--- src/rtl/ins_fetch_sequencer_pkg.sv ---
// Shared constants and state encoding for the bb_core instruction-fetch sequencer.
package ins_fetch_sequencer_pkg;

  localparam int unsigned DEFAULT_DATA_WIDTH = 8;

  typedef enum logic [1:0] {
    ST_IDLE  = 2'd0,
    ST_FETCH = 2'd1,
    ST_FULL  = 2'd2
  } state_t;

endpackage

--- src/rtl/ins_fetch_sequencer.sv ---
// Instruction-fetch controller: PC strobes, req/ack memory reads, one-entry
// instruction buffer, and jump redirect with squash of stale fetches.
module ins_fetch_sequencer
  import ins_fetch_sequencer_pkg::*;
#(
  parameter int unsigned DATA_WIDTH = DEFAULT_DATA_WIDTH
) (
  input  logic                  clk,
  input  logic                  rst_n,
  input  logic                  i_run,
  input  logic                  i_jump_en,
  input  logic [DATA_WIDTH-1:0] i_jump_addr,
  input  logic [DATA_WIDTH-1:0] i_pc,
  output logic                  o_pc_oen,
  output logic                  o_pc_ien,
  output logic [DATA_WIDTH-1:0] o_dir_addr,
  output logic                  o_mem_req,
  output logic [DATA_WIDTH-1:0] o_mem_addr,
  input  logic                  i_mem_ack,
  input  logic [DATA_WIDTH-1:0] i_mem_rdata,
  output logic                  o_ins_valid,
  output logic [DATA_WIDTH-1:0] o_ins,
  input  logic                  i_ins_ready
);

  state_t                state_q, state_d;
  logic                  jmp_pend_q, jmp_pend_d;
  logic [DATA_WIDTH-1:0] jmp_tgt_q, jmp_tgt_d;
  logic                  squash_q, squash_d;
  logic                  gap_q, gap_d;
  logic                  req_jmp_q, req_jmp_d;
  logic [DATA_WIDTH-1:0] req_addr_q, req_addr_d;
  logic [DATA_WIDTH-1:0] ins_buf_q, ins_buf_d;
  logic                  enter_fetch;

  // State register
  always_ff @(posedge clk) begin
    if (!rst_n) begin
      state_q    <= ST_IDLE;
      jmp_pend_q <= 1'b0;
      jmp_tgt_q  <= '0;
      squash_q   <= 1'b0;
      gap_q      <= 1'b0;
      req_jmp_q  <= 1'b0;
      req_addr_q <= '0;
      ins_buf_q  <= '0;
    end else begin
      state_q    <= state_d;
      jmp_pend_q <= jmp_pend_d;
      jmp_tgt_q  <= jmp_tgt_d;
      squash_q   <= squash_d;
      gap_q      <= gap_d;
      req_jmp_q  <= req_jmp_d;
      req_addr_q <= req_addr_d;
      ins_buf_q  <= ins_buf_d;
    end
  end

  // Next-state and PC strobes
  always_comb begin
    state_d     = state_q;
    jmp_pend_d  = jmp_pend_q;
    jmp_tgt_d   = jmp_tgt_q;
    squash_d    = squash_q;
    gap_d       = gap_q;
    req_jmp_d   = req_jmp_q;
    req_addr_d  = req_addr_q;
    ins_buf_d   = ins_buf_q;
    enter_fetch = 1'b0;
    o_pc_oen    = 1'b0;
    o_pc_ien    = 1'b0;

    if (i_jump_en) begin
      jmp_pend_d = 1'b1;
      jmp_tgt_d  = i_jump_addr;
    end

    case (state_q)
      ST_IDLE: begin
        if (i_run) begin
          state_d     = ST_FETCH;
          enter_fetch = 1'b1;
        end
      end
      ST_FETCH: begin
        if (gap_q) begin
          // Request idle for one cycle; re-aim at the latest jump target
          gap_d      = 1'b0;
          req_addr_d = jmp_tgt_d;
          req_jmp_d  = 1'b1;
        end else if (i_mem_ack) begin
          if (squash_q || i_jump_en) begin
            squash_d = 1'b0;
            gap_d    = 1'b1;
          end else begin
            ins_buf_d = i_mem_rdata;
            state_d   = ST_FULL;
            if (req_jmp_q) begin
              o_pc_ien   = 1'b1;
              jmp_pend_d = 1'b0;
            end else begin
              o_pc_oen = 1'b1;
            end
          end
        end else if (i_jump_en) begin
          squash_d = 1'b1;
        end
      end
      ST_FULL: begin
        if (i_jump_en || i_ins_ready) begin
          if (i_run) begin
            state_d     = ST_FETCH;
            enter_fetch = 1'b1;
          end else begin
            state_d = ST_IDLE;
          end
        end
      end
      default: state_d = ST_IDLE;
    endcase

    // A jump arriving on the entry cycle already redirects this fetch
    if (enter_fetch) begin
      req_addr_d = jmp_pend_d ? jmp_tgt_d : i_pc;
      req_jmp_d  = jmp_pend_d;
    end
  end

  assign o_mem_req   = (state_q == ST_FETCH) && !gap_q;
  assign o_mem_addr  = req_addr_q;
  assign o_ins_valid = (state_q == ST_FULL);
  assign o_ins       = ins_buf_q;
  assign o_dir_addr  = jmp_tgt_q;

endmodule

--- config.mk ---
export PLATFORM = sky130hd
export DESIGN_NAME = ins_fetch_sequencer
export DESIGN_NICKNAME = d
export VERILOG_FILES = /design/src/rtl/ins_fetch_sequencer_pkg.sv /design/src/rtl/ins_fetch_sequencer.sv
export SDC_FILE = /design/constraint.sdc
export NUM_CORES = 1
export LEC_CHECK = 0
export CAP_MARGIN = 20
export CORE_MARGIN = 4
export CORE_UTILIZATION = 41
export DETAILED_ROUTE_END_ITERATION = 12
export PLACE_DENSITY = 0.83
export SETUP_SLACK_MARGIN = 0.15
export SLEW_MARGIN = 20
export SYNTH_ARGS = -nofsm -noshare
export SYNTH_HDL_FRONTEND = slang
export SYNTH_SLANG_ARGS = --single-unit
--- constraint.sdc ---
create_clock -name clk -period 1.85 [get_ports clk]
set_clock_uncertainty 0.1 [all_clocks]
set_input_delay 0.555 -clock clk [delete_from_list [all_inputs] [get_ports clk]]
set_output_delay 0.555 -clock clk [all_outputs]
set_load 0.02 [all_outputs]
==> results of run 1 <==
## worst paths after layout
check / start / end / slack [ps] / cells after the start
max: state_q[1] / o_pc_ien / -170 / 3
min: o_mem_addr[1] / o_mem_addr[1] / 400 / 2
max reg2reg: state_q[0] / o_mem_addr[4] / 110 / 7
min reg2reg: o_mem_addr[1] / o_mem_addr[1] / 400 / 2
## report_power, final
group          internal [mW]  switching, mW
clock                  0.143          0.207
sequential             0.691         0.0311
combinational          0.230          0.210
## sequential cells by signal, indices dropped and copies added (netlist names)
| signal | flops |
|---|---|
| state_q | 2 |
| req_jmp_q | 1 |
| jmp_pend_q | 1 |
| o_ins | 8 |
| gap_q | 1 |
| squash_q | 1 |
| o_dir_addr | 8 |
| o_mem_addr | 8 |
## metal layers
metal	GRT usage (%)	up-vias
li1	-	655
met1	24.57	632
met2	34.64	42
met3	4.957	8
met4	8.549	0
met5	0	-
## what timing repair did
item                       4_1_cts  5_1_grt
resized for setup               68       33
hold buffers                     0        0
setup buffers                    4        3
gates cloned                     1        1
pin swaps                        3       11
setup endpoints to repair       47       27
## final cells by class
cell class | instances | area [um2] | share of cell area, %
Tap cell | 44 | 55.05 | 2.440
Multi-Input combinational cell | 93 | 758.2 | 33.61
Sequential cell | 30 | 606.8 | 26.90
Inverter | 7 | 26.28 | 1.165
Timing Repair Buffer | 83 | 764.5 | 33.89
Clock buffer | 7 | 45.04 | 1.997
## cell usage in the layout (no fill, tap or decap), types with 2 or more instances in the layout
cell | Yosys | final
inv_1 | 7 | 7
a21oi_1 | 3 | 3
dfxtp_2 | 0 | 2
nand4_1 | 2 | 2
clkbuf_1 | 4 | 2
o21a_1 | 3 | 2
clkdlybuf4s50_1 | 0 | 25
nand3_1 | 11 | 10
or3_4 | 0 | 2
nand2_1 | 2 | 2
clkdlybuf4s15_1 | 0 | 11
buf_4 | 1 | 21
clkbuf_4 | 0 | 5
and2_1 | 2 | 2
mux2i_1 | 17 | 17
buf_6 | 3 | 7
dlygate4sd2_1 | 0 | 11
nor2b_1 | 17 | 17
nor2_1 | 5 | 3
dfxtp_1 | 30 | 27
nor4_4 | 0 | 2
nor2_2 | 0 | 2
clkbuf_2 | 1 | 4
o211ai_1 | 14 | 14
o21ai_0 | 3 | 3
## metrics by stage
| step | TNS [ps] | instance area, um2 |
|---|---|---|
| final | -406.0 | 2256 |
| after global routing | -664.6 | 2256 |
| after CTS | -381.7 | 2172 |
| after detailed placement | -13020 | 2088 |
| after global placement | -12160 | 2088 |
| after floorplan | 0 | 1376 |
## kinds of logic after synthesis
family	count (synthesis)	synth area share [%]
compound gates	26	13.66
buf+inv	16	6.505
flops	30	44.61
mux	17	12.64
simple gates	49	22.58
## tightest hold or removal path: stages, from the launching register on
cell and delay (ps):
dfxtp_1 320, nand3_1 70, nand3_1 70
==> impl_metrics.tcl, run 1 <==
set metrics [dict create \
    dpl_worst_slack_ps -987.1 \
    worst_slack_ps -168.6 \
    async_flop_share_pct 0 \
    grt_pass1_wl_um 6624 \
    final_nets 250 \
    rows 20 \
    highest_layer "met4" \
    drv_slew 0 \
    p_leak_nw 0.9317 \
    cap_violations 0 \
    drt_pass1_iterations 4 \
    wl_met3_um 193 \
    netlist.area_leader.share_pct 44.61 \
    synth_edf_count 0 \
    cts_sinks 30 \
    vias_per_cell 5.064 \
    layout_min_cycle_time_ps 2019 \
    rsz0062_at_grt "yes" \
    path_buf_inv 1 \
    hold_viol_final 0 \
    relSlewSlack_pct 78.28 \
    synth_seq_cells 30 \
    vdd_drop_max_v 0.0004082 \
    violations "setup timing" \
    wl_per_cell_um 15.62 \
    place_congestion 0.8735 \
    synthTopCellsByArea "dfxtp_1 45%, mux2i_1 13%, nor2b_1 7.9%" \
    track_usage_pct 20.44 \
    status "finished, violations left" \
    initial_utilization_pct 43.39 \
    required_ps 1190 \
    synth_most_common_cell "dfxtp_1" \
    clock_latency_ps 320 \
    diodes 0 \
    cts_tree "built" \
    holdWs_ps 401.0 \
    yosysTopAreaCell "dfxtp_1" \
    avgSynthCellArea_um2 9.756 \
    critPathKind "flop to primary output" \
    via_count 1337 \
    synthToLayoutAreaGrowth_pct 67.56 \
    ant_nets 0 \
    cp_max_fo 3 \
    antenna_found_initial 0 \
    drtIter0Drc 57 \
    synth_warnings 0 \
    final_core_util_pct 72.70 \
    hold_path_class "flop to flop" \
    cp-end-kind "primary output" \
    wl_um 4124 \
    fp.dieW_um 65.31 \
    drive_gt1_share_pct 26.82 \
    grt_max_degree 21 \
    startpoint_type "flop" \
    overflow 0 \
    dr_wl_met2_um 2148 \
    max_clock_freq_ghz 0.4954 \
    drt-met1-wl_um 1681 \
    fillers 240 \
    core_um2 3103 \
    worst_slew_pin_slew_ps 316.7 \
    powerDensity_nw_per_um2 670.0 \
    clk_pin_slew_worst_paths_ps 80 \
    slowest_delay_ps 330 \
    worstPathCellList "nand4bb_4, nor4_4, buf_4" \
    dpl.hpwl_um 2937 \
    ys_top_cells_by_count "30 x dfxtp_1, 17 x mux2i_1, 17 x nor2b_1, 14 x o211ai_1, 11 x nand3_1" \
    synth_cells 138 \
    die-area_um2 4265 \
    crit_arrival_ps 1360 \
    p_total_mw 1.512 \
    synth.distinct_cells 28 \
    io-pin-count 58 \
    final.period_utilization_pct 109.1 \
    ys_seq_area_share_pct 44.61 \
    cts_buffers 5 \
    synth_nets 168 \
    mappedNetlistArea_um2 1346 \
    critical-path-top-delay-family "simple AND/OR/NAND/NOR gates" \
    place_inst 248 \
    io_buffers 57 \
    synth_top_flop_cell "dfxtp_1" \
    setup_viol 3 \
    drcViolationCount 0 \
    cts-root-buf "clkbuf_4" \
    h-tree-depth 2 \
    clk_path_buf_depth 2 \
    grt_pass1_vias 1360 \
    die_h_um 65.31 \
    final_cells 264 \
    cp_slowest_cell "dfxtp_2" \
]
Note: power is estimated with default switching activity, not from simulation.
==> run 2: changes to the inputs <==
--- a/config.mk
+++ b/config.mk
@@ -10,6 +10,7 @@
 export CORE_UTILIZATION = 41
 export DETAILED_ROUTE_END_ITERATION = 12
 export PLACE_DENSITY = 0.83
+export RECOVER_POWER = 50
 export SETUP_SLACK_MARGIN = 0.15
 export SLEW_MARGIN = 20
 export SYNTH_ARGS = -nofsm -noshare
==> run 2 against run 1 <==
First-iteration DRC count shrank 14%. Fmax about the same. Non-clock buffer count did not move. Sequential power barely moved. Critical path type unchanged. Via count fell by 0.30%. Highest routed layer unchanged. The run still ends with setup timing left. Clock-buffer cell count is the same.
==> impl_metrics.tcl, run 2 (same netlist as run 1, synthesis figures left out) <==
set metrics [dict create \
    rows 20 \
    hold_viol_final 0 \
    max_clock_freq_ghz 0.4954 \
    die-area_um2 4265 \
    crit_arrival_ps 1360 \
    clk_path_buf_depth 2 \
    fillers 250 \
    place_congestion 0.8735 \
    drv_slew 0 \
    p_leak_nw 0.9013 \
    grt_pass1_vias 1360 \
    dpl.hpwl_um 2937 \
    holdPathEnd "o_mem_addr[0]" \
    final_cells 264 \
    clk_pin_slew_worst_paths_ps 90 \
    status "finished, violations left" \
    diodes 0 \
    final_common_cell "dfxtp_1" \
    powerDensity_nw_per_um2 677.6 \
    hp-start "o_mem_addr[0]" \
    final.setup.tns_ps -406.2 \
    layout_common_cells "27 x dfxtp_1, 24 x clkdlybuf4s50_1, 20 x buf_4" \
    drt_pass1_iterations 4 \
    violations "setup timing" \
    clock_latency_ps 320 \
    antenna_found_initial 0 \
    io-pin-count 58 \
    io_buffers 57 \
    regToRegEndpoint "o_ins[6]" \
    setup_viol 3 \
    wl_um 4146 \
    cp-end-kind "primary output" \
    path_buf_inv 1 \
    wl_per_cell_um 15.70 \
    required_ps 1190 \
    final.period_utilization_pct 109.1 \
    drive_gt1_share_pct 24.09 \
    initial_utilization_pct 43.39 \
    die_h_um 65.31 \
    via_count 1333 \
    cts_sinks 30 \
    track_usage_pct 20.44 \
    worstPathCellList "nand4bb_4, nor4_4, buf_4" \
    critical-path-top-delay-family "simple AND/OR/NAND/NOR gates" \
    vdd_drop_max_v 0.0004084 \
    hold_path_class "flop to flop" \
    slowest_delay_ps 330 \
    r2r_slack_ps 80 \
    final_nets 250 \
    place_inst 248 \
    h-tree-depth 2 \
    drcViolationCount 0 \
    vias_per_cell 5.049 \
    cp_max_fo 3 \
    worst_slew_pin_slew_ps 395.0 \
    ff2ff_path_depth 7 \
    r2r-start "state_q[1]" \
    worst_slack_ps -168.6 \
    cts-root-buf "clkbuf_4" \
    synthToLayoutAreaGrowth_pct 64.96 \
    relSlewSlack_pct 73.66 \
    cts_buffers 5 \
    overflow 0 \
    drtIter0Drc 49 \
    layout_min_cycle_time_ps 2019 \
    hold_path_depth 2 \
    holdBufCountCts 0 \
    cp_slowest_cell "dfxtp_2" \
    cts_tree "built" \
    cap_violations 0 \
    rsz0062_at_grt "yes" \
    grt_max_degree 21 \
    startpoint_type "flop" \
    core_um2 3103 \
    grt_pass1_wl_um 6624 \
    ant_nets 0 \
    fp.dieW_um 65.31 \
    critPathKind "flop to primary output" \
]
==> run 2: per-layer routing <==
layer	vias to the layer above	track usage [%]	wire length [um]
met3	8	4.957	175
li1	654	-	-
met1	628	24.57	1721
met2	43	34.64	2148
met4	0	8.549	100
met5	-	0	0
==> run 2: final cells by class <==
| cell class | instances | area (um2) | share of cell area [%] |
|---|---|---|---|
| Inverter | 7 | 26.28 | 1.183 |
| Timing Repair Buffer | 83 | 740.7 | 33.35 |
| Sequential cell | 30 | 606.8 | 27.32 |
| Tap cell | 44 | 55.05 | 2.479 |
| Clock buffer | 7 | 45.04 | 2.028 |
| Multi-Input combinational cell | 93 | 747.0 | 33.63 |
==> run 2: worst max-delay path by stage <==
stage               startpoint       end  slack (ps)  cells past startpoint
detailed placement   i_mem_ack  o_pc_ien        -990                      4
CTS                 state_q[1]  o_pc_oen        -140                      3
global placement     i_mem_ack  o_pc_ien        -940                      4
global route        state_q[1]  o_pc_ien        -230                      3
finish              state_q[1]  o_pc_ien        -170                      3
floorplan            i_mem_ack  o_pc_ien          80                      2
==> run 2: report_power, final <==
group          switching, mW  internal (mW)
clock network          0.209          0.143
logic                  0.208          0.223
registers             0.0311          0.691
==> run 2: through the flow <==
| stage | util, % | instance area, um2 | hold WS, ps | setup slack, ps | power, mW |
|---|---|---|---|---|---|
| after floorplan | - | 1376 | 382.0 | 79.24 | 0.9315 |
| after global placement | 67.30 | 2088 | 361.0 | -941.8 | 1.132 |
| after detailed placement | 67.30 | 2088 | 381.7 | -987.1 | 1.146 |
| after CTS | 70.00 | 2172 | 390.4 | -143.8 | 1.491 |
| after global routing | 71.57 | 2221 | 431.0 | -228.4 | 1.592 |
| final | 71.57 | 2221 | 405.1 | -168.6 | 1.505 |
==> run 2: worst register-to-register path: stages (launching register included) <==
cell,delay (ps)
dfxtp_2,330
nand4bb_4,260
buf_4,170
buf_4,130
nor3_2,230
buf_6,180
mux2i_1,200
nor2b_1,60
==> run 2: what timing repair did <==
item,in CTS,in global routing
endpoints found under the hold margin,0,0
buffers inserted,4,3
resized for setup,68,33
setup endpoints to repair,47,27
gates cloned,1,1
pin swaps,3,11
==> run 3: changes to the inputs <==
--- a/config.mk
+++ b/config.mk
@@ -5,9 +5,10 @@
 export SDC_FILE = /design/constraint.sdc
 export NUM_CORES = 1
 export LEC_CHECK = 0
-export CAP_MARGIN = 20
+export CELL_PAD_IN_SITES_DETAIL_PLACEMENT = 1
+export CELL_PAD_IN_SITES_GLOBAL_PLACEMENT = 1
 export CORE_MARGIN = 4
-export CORE_UTILIZATION = 41
+export CORE_UTILIZATION = 30
 export DETAILED_ROUTE_END_ITERATION = 12
 export PLACE_DENSITY = 0.83
 export RECOVER_POWER = 50
==> run 3 against run 2 <==
The flow still finishes with violations (setup timing). Critical path depth up 1. Register-to-register slack improved by 20 ps. Worst hold slack got worse by 26 ps. Fmax grew 5.9%. Sequential share of layout area shrank 2.3 points. Critical endpoint is now o_mem_req. Cell area grew 9.1%.
==> impl_metrics.tcl, run 3 (same netlist as run 1, synthesis figures left out) <==
set metrics [dict create \
    status "finished, violations left" \
    violations "setup timing" \
    drtIter0Drc 36 \
    final_common_cell "dfxtp_1" \
    drcViolationCount 0 \
    clk_path_buf_depth 2 \
    worst_slack_ps -55.81 \
    track_usage_pct 16.46 \
    critPathKind "flop to primary output" \
    cts-root-buf "clkbuf_8" \
    max_clock_freq_ghz 0.5247 \
    h-tree-depth 2 \
    dpl.hpwl_um 3071 \
    layout_min_cycle_time_ps 1906 \
    hold_path_class "flop to flop" \
    switching_share_pct 27.84 \
    fp.dieW_um 74.99 \
    switchingPower_mw 0.5139 \
    ff2ff_path_depth 7 \
    via_count 1378 \
    wl_per_cell_um 16.15 \
    core_um2 4354 \
    powerDensity_nw_per_um2 762.0 \
    synthToLayoutAreaGrowth_pct 79.93 \
    cts_buffers 5 \
    seqPwrFrac_pct 39.1 \
    relSlewSlack_pct 73.28 \
    holdPathEnd "o_mem_addr[5]" \
    pwr-share-clk_pct 35.6 \
    regToRegEndpoint "o_ins[4]" \
    r2r_slack_ps 100 \
    final_core_util_pct 55.63 \
    drv_slew 0 \
    cp_max_fo 3 \
    io_buffers 57 \
    p_leak_nw 1.054 \
    cts_tree "built" \
    io-pin-count 58 \
    worst_slew_pin_slew_ps 400.8 \
    required_ps 1190 \
    hold_path_depth 2 \
    grt_pass1_wl_um 6982 \
    diodes 0 \
    hp-start "o_mem_addr[5]" \
    wl_um 4554 \
    r2r-start "state_q[1]" \
    holdBufCountCts 0 \
    drive_gt1_share_pct 29.13 \
    vdd_drop_max_v 0.0003706 \
    cts_sinks 30 \
    antenna_found_initial 0 \
    final.period_utilization_pct 103.0 \
    clk_pin_slew_worst_paths_ps 70 \
    grt_max_degree 14 \
    rows 24 \
    final_nets 259 \
    cap_violations 0 \
    grt_pass1_vias 1486 \
    die_h_um 74.99 \
    crit_arrival_ps 1250 \
    setup_viol 3 \
    hold_viol_final 0 \
    overflow 0 \
    startpoint_type "flop" \
    die-area_um2 5624 \
    rsz0062_at_grt "yes" \
    ant_nets 0 \
    internal_power_mw 1.332 \
    layout_common_cells "28 x dfxtp_1, 26 x dlygate4sd2_1, 24 x clkdlybuf4s50_1, 24 x buf_4, 16 x nor2b_1" \
    holdWs_ps 379.4 \
    final.setup.tns_ps -116.0 \
    clock_latency_ps 280 \
    initial_utilization_pct 30.92 \
    cp-end-kind "primary output" \
    drt_pass1_iterations 4 \
    place_congestion 0.6731 \
    vias_per_cell 4.887 \
    power_frac_comb_pct 25.3 \
]
-- run 3: changes by cell type in the layout (fill, tap and decap cells not counted), moves of 5 or more --
cell             change
dlygate4sd2_1       +15
clkbuf_4             -5
clkdlybuf4s15_1      -6
clkbuf_8             +5
clkbuf_1             -5
clkdlybuf4s25_1      -5
-- run 3: per-layer routing --
metal,GRT usage (%),share of wire [%],routed length (um)
met5,0,0,0
met4,4.348,1.9,87
met3,4.272,5.4,245
met2,29.50,52,2361
met1,19.38,41,1859
-- run 3: layout make-up --
class                           count  area, um2
Tap cell                           52      65.06
Multi-Input combinational cell     94      788.3
Fill cell                         492       1932
Sequential cell                    30      605.6
Clock buffer                        5      68.82
Inverter                            7      26.28
Clock inverter                      3      40.04
Timing Repair Buffer               91      828.3
-- run 3: worst max-delay path by stage --
stage / startpoint / end / depth (start not counted)
floorplan: i_mem_ack / o_pc_ien / 2
global placement: i_mem_ack / o_pc_ien / 4
detailed placement: i_mem_ack / o_pc_ien / 4
CTS: state_q[1] / o_mem_req / 4
global route: state_q[1] / o_pc_ien / 3
finish: state_q[1] / o_mem_req / 4
-- run 3: stage by stage --
stage / total power, mW / instances / cell area, um2 / setup slack (ps)
detailed placement: 1.163 / 261 / 2153 / -966.9
floorplan: 0.9315 / 138 / 1376 / 79.24
global route: 1.925 / 282 / 2422 / -114.4
finish: 1.846 / 282 / 2422 / -55.81
global placement: 1.152 / 261 / 2153 / -952.6
CTS: 1.824 / 277 / 2327 / -60.00
-- run 3: worst max-delay path, cell delays in order (launching register included) --
cell and delay (ps):
dfxtp_2 340, buf_6 120, or2b_1 250, nor2_2 140
buf_6 140
-- run 3: power by group through the flow --
stage | combinational [mW] | sequential (mW) | clock [mW]
2_1_floorplan | 0.157 | 0.775 | 0
3_3_place_gp | 0.421 | 0.731 | 0
3_5_place_dp | 0.430 | 0.733 | 0
4_1_cts | 0.440 | 0.720 | 0.664
5_1_grt | 0.503 | 0.728 | 0.694
6_report | 0.467 | 0.722 | 0.657
-- run 3: timing repair --
action / 4_1_cts / 5_1_grt
pin swaps: 6 / 10
gates resized for setup: 71 / 15
gates cloned: 1 / 1
setup endpoints to repair: 47 / 20
buffers inserted: 7 / 4
